--- src/rtl/spike_synapse_pkg.sv ---
// Shared types and saturating helpers for the CPG synapse.
// Arithmetic helpers work on 32-bit values, so callers must keep W at 31 or below.
package cpg_pkg;

   localparam int unsigned SYN_W = 8;

   typedef enum logic {
      IDLE   = 1'b0,
      REFRAC = 1'b1
   } syn_state_t;

   function automatic int unsigned sat_add(input int unsigned a, input int unsigned b,
                                           input int unsigned max_v);
      int unsigned s;
      s = a + b;
      return (s > max_v) ? max_v : s;
   endfunction

   function automatic int unsigned sat_sub(input int unsigned a, input int unsigned b);
      return (a >= b) ? (a - b) : 0;
   endfunction

endpackage

--- src/rtl/spike_synapse_if.sv ---
// Synapse signal bundle: the presynaptic side drives it as master,
// and the synapse consumes it as slave.
interface spike_synapse_if
   import cpg_pkg::*;
#(
   parameter int unsigned W = SYN_W
);
   logic         spike_in;
   logic [W-1:0] weight;
   logic [W-1:0] bias;
   logic [2:0]   decay_shift;
   logic [W-1:0] i_ext;
   logic [W-1:0] syn_current;
   logic [7:0]   spike_cnt;

   modport master (
      output spike_in, weight, bias, decay_shift,
      input  i_ext, syn_current, spike_cnt
   );

   modport slave (
      input  spike_in, weight, bias, decay_shift,
      output i_ext, syn_current, spike_cnt
   );
endinterface

--- src/rtl/spike_synapse_prescaler.sv ---
// Free-running decay prescaler: counts 0..DECAY_DIV-1 and emits a one-cycle
// tick while the count sits at DECAY_DIV-1.
module syn_prescaler
   import cpg_pkg::*;
#(
   parameter int unsigned DECAY_DIV = 16
) (
   input  logic clk,
   input  logic reset,
   output logic o_tick
);
   localparam int unsigned     CW   = (DECAY_DIV > 1) ? $clog2(DECAY_DIV) : 1;
   localparam logic [CW-1:0]   LAST = CW'(DECAY_DIV - 1);

   logic [CW-1:0] r_cnt;
   logic          w_wrap;

   assign w_wrap = (r_cnt == LAST);
   assign o_tick = w_wrap;

   always_ff @(posedge clk or posedge reset) begin
      if (reset) begin
         r_cnt <= '0;
      end else if (w_wrap) begin
         r_cnt <= '0;
      end else begin
         r_cnt <= r_cnt + 1'b1;
      end
   end
endmodule

--- src/rtl/spike_synapse.sv ---
// Spike-driven synapse: weight jump per accepted spike, tick-driven exponential decay,
// refractory window, biased drive to the next neuron. SYN_INHIB_EN selects inhibitory drive.
module spike_synapse
   import cpg_pkg::*;
#(
   parameter int unsigned W          = SYN_W,
   parameter int unsigned DECAY_DIV  = 16,
   parameter int unsigned REFRAC_CYC = 4
) (
   input  logic            clk,
   input  logic            reset,
   spike_synapse_if.slave  bus
);
   localparam int unsigned RW   = $clog2(REFRAC_CYC + 1);
   localparam int unsigned GMAX = (2 ** W) - 1;

   syn_state_t   r_state, w_state_nxt;
   logic [RW-1:0] r_rcnt, w_rcnt_nxt;
   logic          r_spike_prev;
   logic [W-1:0]  r_g, w_g_nxt, w_gd, w_dec;
   logic [W-1:0]  r_i_ext, w_iext_nxt;
   logic [7:0]    r_spike_cnt;
   logic          w_edge, w_accept, w_tick;

   syn_prescaler #(
      .DECAY_DIV (DECAY_DIV)
   ) u_prescaler (
      .clk    (clk),
      .reset  (reset),
      .o_tick (w_tick)
   );

   assign w_edge = bus.spike_in & ~r_spike_prev;

   always_comb begin
      w_state_nxt = r_state;
      w_rcnt_nxt  = r_rcnt;
      w_accept    = 1'b0;
      case (r_state)
         IDLE: begin
            if (w_edge) begin
               w_accept    = 1'b1;
               w_rcnt_nxt  = RW'(REFRAC_CYC - 1);
               w_state_nxt = REFRAC;
            end
         end
         REFRAC: begin
            if (r_rcnt == '0) begin
               w_state_nxt = IDLE;
            end else begin
               w_rcnt_nxt = r_rcnt - 1'b1;
            end
         end
         default: w_state_nxt = IDLE;
      endcase
   end

   // Decay applies before the weight add so a tick and a spike in one cycle fold into one update.
   always_comb begin
      w_dec = r_g >> bus.decay_shift;
      if ((r_g != '0) && (w_dec == '0)) begin
         w_dec = W'(1);
      end
      w_gd    = w_tick ? (r_g - w_dec) : r_g;
      w_g_nxt = w_accept ? W'(sat_add(32'(w_gd), 32'(bus.weight), GMAX)) : w_gd;
`ifdef SYN_INHIB_EN
      w_iext_nxt = W'(sat_sub(32'(bus.bias), 32'(r_g)));
`else
      w_iext_nxt = W'(sat_add(32'(bus.bias), 32'(r_g), GMAX));
`endif
   end

   always_ff @(posedge clk or posedge reset) begin
      if (reset) begin
         r_state      <= IDLE;
         r_rcnt       <= '0;
         r_spike_prev <= 1'b0;
         r_g          <= '0;
         r_i_ext      <= '0;
         r_spike_cnt  <= '0;
      end else begin
         r_state      <= w_state_nxt;
         r_rcnt       <= w_rcnt_nxt;
         r_spike_prev <= bus.spike_in;
         r_g          <= w_g_nxt;
         r_i_ext      <= w_iext_nxt;
         if (w_accept) begin
            r_spike_cnt <= r_spike_cnt + 8'd1;
         end
      end
   end

   assign bus.i_ext       = r_i_ext;
   assign bus.syn_current = r_g;
   assign bus.spike_cnt   = r_spike_cnt;
endmodule

--- src/flat_wrapper.sv ---
// flat-port wrapper written by rule: the top's interface ports become plain ports
module spike_synapse_flat import cpg_pkg::*;
#(
   parameter int unsigned W          = SYN_W,
   parameter int unsigned DECAY_DIV  = 16,
   parameter int unsigned REFRAC_CYC = 4
)
  (clk, reset, bus_spike_in, bus_weight, bus_bias, bus_decay_shift, bus_i_ext, bus_syn_current, bus_spike_cnt);
  spike_synapse_if #(.W(W)) bus_i ();
  input  logic clk;
  input  logic reset;
  input wire logic [$bits(bus_i.spike_in)-1:0] bus_spike_in;
  input wire logic [$bits(bus_i.weight)-1:0] bus_weight;
  input wire logic [$bits(bus_i.bias)-1:0] bus_bias;
  input wire logic [$bits(bus_i.decay_shift)-1:0] bus_decay_shift;
  output wire logic [$bits(bus_i.i_ext)-1:0] bus_i_ext;
  output wire logic [$bits(bus_i.syn_current)-1:0] bus_syn_current;
  output wire logic [$bits(bus_i.spike_cnt)-1:0] bus_spike_cnt;
  assign bus_i.spike_in = bus_spike_in;
  assign bus_i.weight = bus_weight;
  assign bus_i.bias = bus_bias;
  assign bus_i.decay_shift = bus_decay_shift;
  assign bus_i_ext = bus_i.i_ext;
  assign bus_syn_current = bus_i.syn_current;
  assign bus_spike_cnt = bus_i.spike_cnt;
  spike_synapse #(.W(W), .DECAY_DIV(DECAY_DIV), .REFRAC_CYC(REFRAC_CYC)) u_core (.clk(clk), .reset(reset), .bus(bus_i));
endmodule
--- config.mk ---
export PLATFORM = sky130hd
export DESIGN_NAME = spike_synapse_flat
export DESIGN_NICKNAME = d
export VERILOG_FILES = /design/src/rtl/spike_synapse_pkg.sv /design/src/rtl/spike_synapse_if.sv /design/src/rtl/spike_synapse_prescaler.sv /design/src/rtl/spike_synapse.sv /design/src/flat_wrapper.sv
export SDC_FILE = /design/constraint.sdc
export NUM_CORES = 1
export LEC_CHECK = 0
export ABC_AREA = 1
export CORE_AREA = 10 10 81 83
export DETAILED_ROUTE_END_ITERATION = 16
export DIE_AREA = 0 0 91 93
export HOLD_SLACK_MARGIN = 0.05
export PLACE_DENSITY = 0.9
export REMOVE_ABC_BUFFERS = 1
export SETUP_SLACK_MARGIN = 0.3
export SYNTH_ARGS = -nofsm -noshare
export SYNTH_HDL_FRONTEND = slang
export SYNTH_SLANG_ARGS = --single-unit
--- constraint.sdc ---
create_clock -name clk -period 5.7 [get_ports clk]
set_input_delay 1.14 -clock clk [delete_from_list [all_inputs] [get_ports clk]]
set_output_delay 1.14 -clock clk [all_outputs]
set_load 0.02 [all_outputs]
### Word-level counts from Yosys, hierarchy flattened

Cells that the tools add are included.

| storage, ports and cells | value |
|---|---|
| output and inout port bits | 24 |
| register bits after elaboration | 33 |
| logic and storage cells | 40 |
| bits of input ports | 22 |

| operators by class | value |
|---|---|
| $add $sub $neg | 6 |
| reductions and logical operators | 5 |
| shift-type cells | 1 |
| muxes and demuxes | 13 |
| order comparisons | 2 |
| bitwise logic cells | 3 |
| equality and inequality tests | 3 |

Operator list:

| cell | count |
|---|---|
| $mux 8 | 5 |
| $add 8x8->9 | 2 |
| $gt 9x8->1 const B | 2 |
| $add 8x1->8 const B | 1 |
| $logic_not 8->1 | 1 |
| $reduce_bool 8->1 | 1 |
| $shr 8x3->8 | 1 |
| $sub 8x8->8 | 1 |
| $mux 3 | 2 |
| $pmux 3 s2 | 1 |
| $add 4x1->4 const B | 1 |
| $eq 4x4->1 const B | 1 |
| $mux 4 | 1 |
| $logic_not 3->1 | 1 |
| $mux 1 | 3 |
| $sub 3x1->3 const B | 1 |
| $ne 2x1->1 const B | 1 |
| $ne 2x2->1 const B | 1 |
| $not 1->1 | 2 |
| $pmux 1 s2 | 1 |
| $reduce_and 2->1 | 1 |
| $and 1x1->1 | 1 |
| $logic_and 1x1->1 | 1 |

### Depth between registers and ports, before layout

| logic depth | value |
|---|---|
| depth in word-level cells | 10 |
| gate-level depth with buffers | 27 |
| gate-level depth less buffers | 26 |

### By module

From an unflattened synthesis, not the netlist that was laid out.

| second synthesis, totals | value |
|---|---|
| cells, all modules | 397 |
| area, all modules | 2765.2 µm² |

Modules (own cells, without submodules):

| module | sequential area each (µm²) | cells an instance | area each (µm²) | times used |
|---|---|---|---|---|
| spike_synapse | 725.7 | 379 | 2588.7 | 1 |
| syn_prescaler | 100.1 | 18 | 176.4 | 1 |

### Worst setup path after synthesis

Ideal clock, no wire load.

| path | value |
|---|---|
| kind | in2reg |
| from | input bus_decay_shift[1] |
| to | register u_core.r_g[1], in the netlist u_core.bus.syn_current[1] |
| required time | 5583 ps |
| setup time | 117 ps |
| buffers on the path | 1 |
| data arrival time | 3738 ps |
| slack | 1845 ps |
| cell stages on the path | 20 |
| cell sequence | buf_2 inv_2 nand3_1 nand3_1 o21ai_0 nor2_1 nand3_1 nand2_1 ha_1 inv_1 fa_1 xnor2_1 o21ai_2 ha_1 nand3_1 nand3_1 a21oi_2 nand3_1 o21ai_1 inv_1 |

| on the way | value |
|---|---|
| longest elaborated chain between the ends | 10 |

RTL lines:

| element | RTL line | source |
|---|---|---|
| from (decl) | flat_wrapper.sv:15 | `input wire logic [$bits(bus_i.decay_shift)-1:0] bus_decay_shift;` |
| $shr 8x3->8 (*) | spike_synapse.sv:60 | `w_dec = r_g >> bus.decay_shift;` |
| $logic_not 8->1 | spike_synapse.sv:61 | `if ((r_g != '0) && (w_dec == '0)) begin` |
| $logic_and 1x1->1 | spike_synapse.sv:61 |  |
| $mux 8 (*) | spike_synapse.sv:61 |  |
| $sub 8x8->8 (*) | spike_synapse.sv:64 | `w_gd = w_tick ? (r_g - w_dec) : r_g;` |
| $mux 8 (*) | spike_synapse.sv:64 |  |
| $add 8x8->9 | spike_synapse_pkg.sv:15 | `s = a + b;` |
| $gt 9x8->1 | spike_synapse_pkg.sv:16 | `return (s > max_v) ? max_v : s;` |
| $mux 8 | spike_synapse_pkg.sv:16 |  |
| $mux 8 (*) | spike_synapse.sv:65 | `w_g_nxt = w_accept ? W'(sat_add(32'(w_gd), 32'(bus.weight), GMAX)) : w_gd;` |
| named net u_core.w_g_nxt[1] | spike_synapse.sv:20 | `logic [W-1:0] r_g, w_g_nxt, w_gd, w_dec;` |
| to (signal assigned) | spike_synapse.sv:85 | `r_g <= w_g_nxt;` |
| to (decl) | spike_synapse.sv:20 |  |

The timed path passes the listed nets; every way through them passes the cells marked *.
A chain may end at the register's enable or synchronous reset.

### Worst setup path after layout

| path | value |
|---|---|
| from | input bus_decay_shift[0] |
| to | register u_core.r_g[3], in the netlist u_core.bus.syn_current[3] |

The elaborated chain is that of the path after synthesis.

==> reports/results.ini <==
[routing]
first_pass_iters=4
drt_wl_total_um=7020
vias=2694
top_layer=met4
final_antenna_net_count=0
wl_met1_um=3030
drc=0
wl_met3_um=362
wl_met2_um=3540
wl_per_cell_um=13.8
drtIter0Drc=123
viasPerCell=5.28

[clocking]
cts_made_buffers=5
cts-root-buf=clkbuf_8
cts_tree=yes
cts.path.max_buffers=2
cts_max_level=2
ctsResizeCount=0
insertion_delay_ns=0.29
clk_pin_slew_worst_paths_ns=0.07
post_cts_buffers=0
ctsHoldBuffers=0
clock-sinks=33

[critical_path]
cp_top_family=simple AND/OR/NAND/NOR gates
cp-end-kind=flip-flop
path_common_cell=nand2_1
arrival_ns=4.76
path_buf_inv=3
crit_chain=clkdlybuf4s50_1 > inv_4 > nand2_1 > nand2_1 > nand3_1 > o21ai_0 > nor2_1 > nand3_1 > nand2_1 > ha_1 > inv_1 > fa_1 > a21oi_1 > nand2_1 > nand3_1 > nand2_1 > ha_1 > nand2_1 > nor2_1 > a21oi_2 > nand2_1 > nand2_1 > nand2_1
start_kind=primary input
critical_path_class=primary input to flip-flop
crit_fanout=9
worstPathRequired_ns=5.88
worstSetupPathDepth=23
crit_slowest_cell=clkdlybuf4s50_1
max_stage_delay_ns=0.65
reg2regPathDepth=21

[cells_and_area]
finalInstanceArea_sq_um=3420
drive_gt1_share_pct=7.05
layout.nets=491
fin_util_pct=68.2
synthToLayoutAreaGrowth_pct=22.2
nFillCells=435
n_antenna_cell=0

[job]
drv_cap=0

[placed_design]
hpwlAfterDp_um=5420
place_ws_ns=0.918
portBuffers=45
placed_area_sq_um=3300
gp_congestion=0.955

[sta]
tightest_slew_ns=0.531
slew_violations=0
setup_ws_ns=1.12
hold_violations=0
setup_tns_ns=0
fmax_ghz=0.219
final-setup-viol-count=0
slew_headroom_pct=64.5
post-route-min-period_ns=4.58
rsz0062_at_grt=no
post-route-period-util_pct=80.3
fin_skew_ns=0.00703

[power]
irDropWorstVdd_uv=273
power.density_nw_per_um2=544
leakage_nw=1.82

[global_route]
grt_overflow=0
antenna_found_initial=0
grt_start_max_net_pins=34
grt_use_total_pct=16.3
grt_pass1_wl_um=11600
grt_pass1_vias=2637

[die]
num_io_pins=46
rows=26
die_w_um=91
initial_core_util_pct=55.8
die_h_um=93
fp.coreArea_sq_um=5010
die_area_sq_um=8460

[min_path]
whs_path_depth=1
hp-class=flip-flop to flip-flop

[synthesis]
synth_seq_cells=33
syn-mean-instance-area_sq_um=7.15
ys_types=37
synth_cells=391
syn_area_sq_um=2800
ys_warn_count=0
synth-seq-area-share_pct=29.5

[outcome]
status=finished clean

[flip-flops by register name, indices dropped and copies added, names as in the netlist]
register,cells
u_core.bus.i_ext,8
u_core.bus.spike_cnt,8
u_core.bus.syn_current,8
u_core.u_prescaler.r_cnt,4
u_core.r_rcnt,3
u_core.r_spike_prev,1
u_core.r_state,1
[per-layer routing]
| metal | vias up | GRT usage, % |
|---|---|---|
| li1 | 1347 | - |
| met1 | 1261 | 19.0 |
| met2 | 78 | 29.2 |
| met3 | 8 | 3.60 |
| met4 | 0 | 5.22 |
| met5 | - | 0 |
[path summary, 6_finish.rpt]
path,from,end,slack (ns)
min in group asynchronous,reset,u_core.bus.syn_current[7]$_DFF_PP0_,1.24
max in group asynchronous,reset,u_core.bus.spike_cnt[6]$_DFFE_PP0P_,4.17
max,bus_decay_shift[0],u_core.bus.syn_current[3]$_DFF_PP0_,1.12
max reg2reg,u_core.bus.syn_current[1]$_DFF_PP0_,u_core.bus.syn_current[3]$_DFF_PP0_,2.13
min reg2reg,u_core.bus.spike_cnt[7]$_DFFE_PP0P_,u_core.bus.spike_cnt[7]$_DFFE_PP0P_,0.49
min,u_core.bus.spike_cnt[7]$_DFFE_PP0P_,u_core.bus.spike_cnt[7]$_DFFE_PP0P_,0.49
[where the power goes]
group | switching [mW] | internal, mW | leakage, nW | total (mW)
Combinational | 0.710 | 0.496 | 1.38 | 1.21
Sequential | 0.109 | 0.317 | 0.381 | 0.425
Clock | 0.0858 | 0.142 | 0.0585 | 0.228
Total | 0.905 | 0.955 | 1.82 | 1.86
[synthesized netlist by cell type]
library cell,instances,area share [%]
xor2_1,8,2.5
a211oi_1,1,0.27
o21ai_0,5,0.89
nor2_8,1,0.72
o211ai_1,1,0.27
nor3_1,1,0.18
or2_2,2,0.45
buf_4,1,0.27
o21ai_1,6,1.1
buf_2,2,0.36
nor2_4,1,0.40
o22ai_1,1,0.22
nand3_2,1,0.36
ha_1,27,12
or2_1,2,0.45
nand2_1,116,16
nor3_2,1,0.36
nand4_1,8,1.8
a21o_1,1,0.27
nand3b_1,1,0.27
o21ai_2,4,1.3
inv_2,4,0.54
a21oi_2,3,0.94
a21boi_0,1,0.27
fa_1,3,2.1
nand2_2,4,0.89
dfrtp_1,33,30
xnor2_1,9,2.8
a21oi_1,12,2.1
nor2_2,1,0.22
nand3_1,46,8.2
a31oi_1,1,0.22
inv_4,1,0.22
inv_1,57,7.7
nor2_1,21,2.8
buf_6,2,0.81
a21boi_1,2,0.54
[stage by stage]
stage | instances | power, mW | hold WS, ns
6_report | 510 | 1.86 | 0.489
5_1_grt | 510 | 2.04 | 0.510
3_5_place_dp | 502 | 1.62 | 0.482
3_3_place_gp | 502 | 1.57 | 0.458
2_1_floorplan | 386 | 1.26 | 0.467
4_1_cts | 510 | 1.86 | 0.494
[cells by family (layout without fill, tap and decap cells)]
kind of cell / after synthesis / in the layout / synth area share [%]
and+or+nand+nor: 206 / 206 / 32.7
AOI/OAI and AO/OA: 38 / 38 / 8.37
xor gates and xnor gates: 17 / 17 / 5.32
adders and majority gates: 30 / 30 / 14.2
buffers and inverters: 67 / 116 / 9.84
DFF: 33 / 33 / 29.5
[placed cells by master, fill, tap and decap left out, drive strengths merged]
master,n
inv,62
xnor2,9
nand2,120
a21oi,15
a21o,1
nand3b,1
clkbuf,7
xor2,8
bufinv,1
or2,4
ha,27
dfrtp,33
nand3,47
o211ai,1
buf,1
o22ai,1
o21ai,15
fa,3
a211oi,1
clkdlybuf4s50,45
a21boi,3
nand4,8
a31oi,1
nor3,2
nor2,24
[cell type report]
type	instances	area (sq um)	share of cell area [%]
clock inverters	1	30.0	0.878
well taps	70	87.6	2.56
multi-input cells	291	1700	49.6
flip-flops and latches	33	826	24.2
inverters	62	235	6.88
repair buffers	46	458	13.4
clock buffers	7	86.3	2.53
Note: power is estimated with default switching activity, not from simulation.
